==> config.mk <==
export PLATFORM = sky130hd
export DESIGN_NAME = ram_port_arbiter
export DESIGN_NICKNAME = d
export VERILOG_FILES = /design/src/rtl/fbcpu_pkg.sv /design/src/rtl/arb_pick2.sv /design/src/rtl/ram_port_arbiter.sv
export SDC_FILE = /design/constraint.sdc
export NUM_CORES = 1
export LEC_CHECK = 0
export CORE_MARGIN = 1.5
export CORE_UTILIZATION = 24
export DETAILED_ROUTE_END_ITERATION = 8
export PLACE_DENSITY_LB_ADDON = 0.12
export SKIP_CTS_REPAIR_TIMING = 1
export SYNTH_ARGS = -nofsm -noshare
export SYNTH_HDL_FRONTEND = slang
export SYNTH_HIERARCHICAL = 1
export SYNTH_SLANG_ARGS = --single-unit
==> constraint.sdc <==
create_clock -name clk -period 2.72 [get_ports clk]
set_input_delay 0.816 -clock clk [delete_from_list [all_inputs] [get_ports clk]]
set_output_delay 0.816 -clock clk [all_outputs]
set_load 0.005 [all_outputs]
==> src/rtl/fbcpu_pkg.sv <==
// Shared definitions for the fbcpu RAM port arbiter: default widths,
// requester IDs and the outstanding-read tag.
package fbcpu_pkg;

  localparam int ADDRESS_WIDTH_DEF = 6;
  localparam int DATA_WIDTH_DEF    = 10;

  typedef enum logic {
    REQ_CPU = 1'b0,
    REQ_EXT = 1'b1
  } req_id_e;

  typedef struct packed {
    logic    valid;
    req_id_e owner;
  } rd_tag_t;

  // Consecutive-grant counter step: restart at 1 on owner change, stick at 15.
  function automatic logic [3:0] burst_next(input logic [3:0] cnt, input logic same_owner);
    if (!same_owner) begin
      return 4'd1;
    end
    return (cnt == 4'hF) ? cnt : cnt + 4'd1;
  endfunction

endpackage

==> src/rtl/arb_pick2.sv <==
// Two-way winner selection for the RAM port arbiter.
// Tie policy selected by RAM_ARB_ROUND_ROBIN_EN (alternate) vs. fixed m0 priority.
module arb_pick2
  import fbcpu_pkg::*;
(
  input  logic [1:0] req,
  input  req_id_e    last_winner,
  input  logic       burst_hit,
  output logic [1:0] gnt,
  output req_id_e    winner
);

  req_id_e other;

  assign other = (last_winner == REQ_CPU) ? REQ_EXT : REQ_CPU;

  always_comb begin
    gnt    = 2'b00;
    winner = last_winner;
    if (req == 2'b01) begin
      winner = REQ_CPU;
    end else if (req == 2'b10) begin
      winner = REQ_EXT;
    end else if (req == 2'b11) begin
      // A requester that used up its burst hands over regardless of tie policy.
      if (burst_hit) begin
        winner = other;
      end else begin
`ifdef RAM_ARB_ROUND_ROBIN_EN
        winner = other;
`else
        winner = REQ_CPU;
`endif
      end
    end
    if (req != 2'b00) begin
      gnt = (winner == REQ_CPU) ? 2'b01 : 2'b10;
    end
  end

endmodule

==> src/rtl/ram_port_arbiter.sv <==
// Arbitrates a CPU port (m0) and a loader/debug port (m1) onto one single-port RAM.
// Tie policy is chosen by RAM_ARB_ROUND_ROBIN_EN inside arb_pick2.
module ram_port_arbiter
  import fbcpu_pkg::*;
#(
  parameter int ADDRESS_WIDTH = ADDRESS_WIDTH_DEF,
  parameter int DATA_WIDTH    = DATA_WIDTH_DEF,
  parameter int BURST_MAX     = 4
) (
  input  logic                     clk,
  input  logic                     rst,
  input  logic                     m0_req,
  input  logic                     m0_we,
  input  logic [ADDRESS_WIDTH-1:0] m0_addr,
  input  logic [DATA_WIDTH-1:0]    m0_wdata,
  output logic                     m0_gnt,
  output logic                     m0_rvalid,
  output logic [DATA_WIDTH-1:0]    m0_rdata,
  input  logic                     m1_req,
  input  logic                     m1_we,
  input  logic [ADDRESS_WIDTH-1:0] m1_addr,
  input  logic [DATA_WIDTH-1:0]    m1_wdata,
  output logic                     m1_gnt,
  output logic                     m1_rvalid,
  output logic [DATA_WIDTH-1:0]    m1_rdata,
  output logic [ADDRESS_WIDTH-1:0] ram_addr,
  output logic                     ram_we,
  output logic [DATA_WIDTH-1:0]    ram_wdata,
  input  logic [DATA_WIDTH-1:0]    ram_rdata
);

  localparam logic [3:0] BURST_LIM = 4'(BURST_MAX);

  req_id_e     last_q, last_d;
  logic [3:0]  cnt_q, cnt_d;
  rd_tag_t     tag_q, tag_d;

  logic [1:0]  req_vec;
  logic [1:0]  gnt;
  req_id_e     winner;
  logic        burst_hit;

  // Requests are ignored while reset is held.
  assign req_vec   = {m1_req, m0_req} & {2{~rst}};
  assign burst_hit = (cnt_q >= BURST_LIM);

  arb_pick2 u_pick (
    .req        (req_vec),
    .last_winner(last_q),
    .burst_hit  (burst_hit),
    .gnt        (gnt),
    .winner     (winner)
  );

  always_comb begin
    m0_gnt    = gnt[0];
    m1_gnt    = gnt[1];
    ram_addr  = '0;
    ram_we    = 1'b0;
    ram_wdata = '0;
    if (gnt[0]) begin
      ram_addr  = m0_addr;
      ram_we    = m0_we;
      ram_wdata = m0_wdata;
    end else if (gnt[1]) begin
      ram_addr  = m1_addr;
      ram_we    = m1_we;
      ram_wdata = m1_wdata;
    end

    last_d      = last_q;
    cnt_d       = cnt_q;
    tag_d.valid = (gnt != 2'b00) && !ram_we;
    tag_d.owner = winner;
    if (gnt != 2'b00) begin
      cnt_d  = burst_next(cnt_q, winner == last_q);
      last_d = winner;
    end

    // Read return is gated by rst so a reset cycle hides a pending response.
    m0_rvalid = tag_q.valid && (tag_q.owner == REQ_CPU) && !rst;
    m1_rvalid = tag_q.valid && (tag_q.owner == REQ_EXT) && !rst;
    m0_rdata  = m0_rvalid ? ram_rdata : '0;
    m1_rdata  = m1_rvalid ? ram_rdata : '0;
  end

  always_ff @(posedge clk) begin
    if (rst) begin
      last_q <= REQ_EXT;
      cnt_q  <= 4'd0;
      tag_q  <= '0;
    end else begin
      last_q <= last_d;
      cnt_q  <= cnt_d;
      tag_q  <= tag_d;
    end
  end

endmodule

# Word-level counts from Yosys, hierarchy flattened
# Index checks and enable logic that the tools add are counted.
[word_totals] ramBits=0 ff_bits=7 mem_bits_ro=0 input_bits=48 output_inout_bits=41 n_memories=0 latch_bits=0
[op_classes] mul=0 addsub=1 n_mux=20 div=0 magnitude_cmp=1 shift=0 bitwise_logic=3 n_reduce_logical=10 eq_ne=6
[ops] op="10-bit 2-to-1 mux" n=4
[ops] op="4-bit 2-to-1 mux" n=3
[ops] op="6-bit 2-to-1 mux" n=2
[ops] op="1-bit 2-to-1 mux" n=9
[ops] op="1-bit logical AND" n=5
[ops] op="4-bit by 1-bit adder with 4-bit output (second input constant)" n=1
[ops] op="2-bit equality test (second input constant)" n=2
[ops] op="4-bit equality test (second input constant)" n=1
[ops] op="4-bit by 3-bit greater-or-equal comparator with 1-bit output (second input constant)" n=1
[ops] op="2-bit 2-to-1 mux" n=2
[ops] op="2-bit nonzero test" n=2
[ops] op="2-bit AND" n=1
[ops] op="2-bit by 1-bit equality test with 1-bit output (second input constant)" n=1
[ops] op="1-bit logical NOT" n=2
[ops] op="2-bit inequality test (second input constant)" n=1
[ops] op="1-bit NOT" n=2
[ops] op="2-bit AND reduction" n=1
[ops] op="1-bit equality test" n=1

# Longest topological paths before layout
[logic_depth] word_depth=12 ltp_mapped=8 ltp_nobuf=6

# Cells and area by module
# The synthesis kept the hierarchy.
[by_module_without_submodules] mod="ram_port_arbiter" area_per_inst_um2=725.7 cells_per_inst=88 seq_area_each_um2=140.1 n_inst=1
[by_module_without_submodules] mod="arb_pick2" area_per_inst_um2=38.8 cells_per_inst=6 seq_area_each_um2=0.0 n_inst=1

# Least setup slack after synthesis
# OpenSTA, ideal clock, no wires.
[synth_timing] path_type="input -> output" startpoint="input rst" endpoint="output ram_addr[2]" t_arrival_ns=2.047 required_time_ns=1.904 path_buffers=2 slack_ns=-0.143 stages=7 cell_sequence="buf_2 nor2b_1 inv_1 a21oi_1 and2b_4 buf_2 a22o_1"
[synth_via] elab_chain_cells=10 word_cells_on_any_way=13 classes_between="eq/ne: 3; mux: 7; bitwise: 2; reduce/logical: 1"
[synth_rtl] item="from (decl)" line="ram_port_arbiter.sv:11" source="input logic rst,"
[synth_rtl] item="1-bit NOT (*)" line="ram_port_arbiter.sv:44" source="assign req_vec = {m1_req, m0_req} & {2{~rst}};"
[synth_rtl] item="2-bit AND (*)" line="ram_port_arbiter.sv:44"
[synth_rtl] item="via req_vec[1]" line="ram_port_arbiter.sv:38" source="logic [1:0] req_vec;"
[synth_rtl] item="2-bit equality test" line="arb_pick2.sv:24" source="end else if (req == 2'b11) begin"
[synth_rtl] item="1-bit 2-to-1 mux" line="arb_pick2.sv:24"
[synth_rtl] item="1-bit 2-to-1 mux" line="arb_pick2.sv:22" source="end else if (req == 2'b10) begin"
[synth_rtl] item="1-bit 2-to-1 mux" line="arb_pick2.sv:20" source="if (req == 2'b01) begin"
[synth_rtl] item="2-bit 2-to-1 mux" line="arb_pick2.sv:37" source="gnt = (winner == REQ_CPU) ? 2'b01 : 2'b10;"
[synth_rtl] item="2-bit 2-to-1 mux (*)" line="arb_pick2.sv:36" source="if (req != 2'b00) begin"
[synth_rtl] item="via m1_gnt" line="ram_port_arbiter.sv:23" source="output logic m1_gnt,"
[synth_rtl] item="6-bit 2-to-1 mux (*)" line="ram_port_arbiter.sv:65" source="end else if (gnt[1]) begin"
[synth_rtl] item="6-bit 2-to-1 mux (*)" line="ram_port_arbiter.sv:61" source="if (gnt[0]) begin"
[synth_rtl] item="to (decl)" line="ram_port_arbiter.sv:26" source="output logic [ADDRESS_WIDTH-1:0] ram_addr,"
# The timed path passes the listed nets; every way through them passes the cells marked *.

# Final worst setup path
[layout_timing] startpoint="input rst" endpoint="output ram_wdata[6]"
[layout_via] elab_chain_cells=10 word_cells_on_any_way=13 classes_between="eq/ne: 3; mux: 7; bitwise: 2; reduce/logical: 1"
[layout_rtl] item="1-bit NOT (*)" line="ram_port_arbiter.sv:44"
[layout_rtl] item="2-bit AND (*)" line="ram_port_arbiter.sv:44"
[layout_rtl] item="via req_vec[0]" line="ram_port_arbiter.sv:38"
[layout_rtl] item="2-bit equality test" line="arb_pick2.sv:24"
[layout_rtl] item="1-bit 2-to-1 mux" line="arb_pick2.sv:24"
[layout_rtl] item="1-bit 2-to-1 mux" line="arb_pick2.sv:22"
[layout_rtl] item="1-bit 2-to-1 mux" line="arb_pick2.sv:20"
[layout_rtl] item="2-bit 2-to-1 mux" line="arb_pick2.sv:37"
[layout_rtl] item="2-bit 2-to-1 mux (*)" line="arb_pick2.sv:36"
[layout_rtl] item="10-bit 2-to-1 mux" line="ram_port_arbiter.sv:65"
[layout_rtl] item="10-bit 2-to-1 mux (*)" line="ram_port_arbiter.sv:61"
[layout_rtl] item="to (decl)" line="ram_port_arbiter.sv:28" source="output logic [DATA_WIDTH-1:0] ram_wdata,"
# Marked as above.

==> run summary <==
Maximum frequency from static timing analysis -> 0.343 GHz
Capturing element type of the critical path -> primary output
Tot Pwr -> 0.435 mW
Sequential share of the synthesized area -> 18.3%
Placed wire-length estimate -> 2340 um
Via density -> 4.57
Non-Filler Instances -> 254
#FFs+latches synth -> 7
Cell with the most instances after synthesis -> and2_1
Core footprint -> 3030 um^2
Critical path cell sequence -> buf_8, buf_6, nor2b_4, o21a_4, and2b_4, buf_6, buf_6, a22o_1, buf_2
Critical path class -> input port to primary output
PwrDens -> 220 nW/um^2
Fraction of registers with async set/reset -> 0%
Clock sinks -> 7
Detailed-route via count -> 1162
CTS Root Cell -> clkbuf_4
Endpoint arrival time on the critical path -> 2100 ps
P&R area growth vs syn -> 158%
Count of placed standard cells including taps -> 229
Share of the synthesized area in the top cell type -> 18.3%
Element type at the critical path start -> input port
Run status -> complete, but fails checks
Leakage component of the power -> 1.20 nW
Synthesized area divided by synthesized cell count -> 8.13 um^2
DRC violation count after routing -> 0
CTS tree -> built
Number of ports placed on the die boundary -> 89
Worst skew pair latency -> 260 ps
Number of enable-type register cells in the synthesized netlist -> 0
RSZ-0062 raised after global routing -> yes
Final weighted congestion in routability-driven placement -> 0.678
CP most frequent cell -> buf_6
Top cell types by occurrence after synthesis -> and2_1, a22o_1, nand2_1, dfxtp_1, buf_2
Number of iterations in the first detailed-routing pass -> 3
Max Root-Sink Buffers -> 2
Top FF cell, synth -> dfxtp_1
Share of the clock period used by the worst path after layout -> 107%
Global-route usage over all layers -> 15.4%
Share of final-layout standard cells stronger than drive strength 1 -> 34.8%
Highest fanout seen on the critical path -> 4
Clock transition at the registers of the reported paths -> 60 ps
Number of max-slew violations in the final report -> 0
Number of global-route vias before repair -> 1008
Required time of the worst setup path -> 1900 ps
Final count of hold timing violations -> 0
Class of the worst hold path -> flop to flop
Final worst hold slack -> 556 ps
Wire length per cell -> 13.4 um
Library cells used by synthesis -> 30
Measured slew at the worst slew-check pin -> 535 ps
Worst-case headroom to the max-slew limit -> 64.3%
Syn_nets -> 143
Standard cell with the maximum stage delay on the critical path -> and2b_4
PnR worst setup slack -> -197 ps
Final setup violation count -> 19
Cells after Synth -> 94
Most area-hungry cell type in the Yosys netlist -> dfxtp_1
Port Buffer Count -> 88
Largest vdd supply drop -> 0.000136 V
Yosys synthesis warning count -> 6
Netlist area before placement -> 764 um^2
Number of routed nets with antenna violations -> 0
Violations in the final reports -> setup timing
Num CTS Buffers -> 3
Top area cells in the synthesized netlist -> dfxtp_1, a22o_1, and2_1, a41oi_2, buf_2
Pre-CTS setup slack -> -827 ps
# diodes -> 0
Total routed wirelength -> 3400 um
Largest stage delay on the critical path -> 210 ps
Max-Cap Viols -> 0
Kind of cell adding the most delay to the critical path -> buffers and inverters
Largest net degree at the start of global routing -> 23
Number of antenna violations at the first check in global routing -> 0
Height of the die -> 59.4 um
Layout Nets -> 260
Post-layout minimum cycle time -> 2920 ps
Starting DRC count in detailed routing -> 27
CTS HTree Levels -> 1
Global-route wire length before repair -> 4240 um
Floorplan row count -> 20
Max Clock Skew -> 10.4 ps
Buffers plus inverters on the worst setup path -> 5
GRT Residual Overflow -> 0
Die boundary width -> 59.4 um
Overall die area -> 3530 um^2
Post-route setup TNS -> -1720 ps
Initial core utilization -> 25.2%
cell usage in the layout, fill, tap and decap left out, types with 2 or more instances in the layout:
cell type         n
a41oi_2           2
buf_8             2
o21ai_0           4
clkbuf_4          3
nand3_1           3
a22o_1           15
and2b_4           2
nor2b_4           2
clkbuf_2         13
buf_2             9
and2_1           20
dlymetal6s2s_1   20
clkdlybuf4s50_1  45
a21oi_1           3
nand2_1           8
buf_4            14
and3b_2           2
buf_6            13
dfxtp_1           7
nor2_1            2
registers in the layout, indices dropped and copies added, names as in the netlist:
signal	cells
cnt_q	4
last_q	1
tag_q	2
per-stage QoR:
step	utilization (%)	instance area, um^2
after floorplan	-	788
after global placement	57.5	1740
after detailed placement	57.5	1740
after CTS	58.3	1770
after global routing	65.2	1980
final	65.2	1980
worst paths after layout:
kind	from	end	slack (ps)	depth (start not counted)
worst max-delay path	rst	ram_wdata[6]	-200	9
worst min-delay path	cnt_q[1]	cnt_q[1]	560	2
worst max register to register	cnt_q[3]	tag_q[1]	940	8
worst min register to register	cnt_q[1]	cnt_q[1]	560	2
routing by layer:
metal	share of wire, %	GRT usage [%]	up-vias	wire length (um)
li1	-	-	579	-
met5	0	0	-	0
met3	7.2	2.62	4	243
met2	55	29.0	60	1880
met1	37	17.5	519	1240
met4	0.74	3.90	0	25
cell type report:
cell class	count	area, um^2
Tap cell	44	55.1
Inverter	1	3.75
Clock buffer	4	26.3
Fill cell	272	1050
Timing Repair Buffer	117	1120
Sequential cell	7	140
Multi-Input combinational cell	81	633
power breakdown:
group | total [mW] | switching (mW) | internal (mW)
Clock | 0.0983 | 0.0420 | 0.0563
Sequential | 0.115 | 0.00644 | 0.109
Combinational | 0.221 | 0.0758 | 0.146
Total | 0.435 | 0.124 | 0.311
cells by family after synthesis:
logic type	share of synthesized area [%]
adder cells (fa/ha/maj)	1.64
AND/OR/NAND/NOR	37.2
XOR/XNOR	3.60
flip-flops	18.3
AO/OA/AOI/OAI	33.4
buffers and inverters	5.89
worst reg2reg max path: cells and delay by family, from the launching register on:
kind                   cells  cell delay (ps)
DFF                        1              310
AOI/OAI and AO/OA          2              380
buffers and inverters      2              270
and+or+nand+nor            4              750
Power figures use the tool's default switching activity.
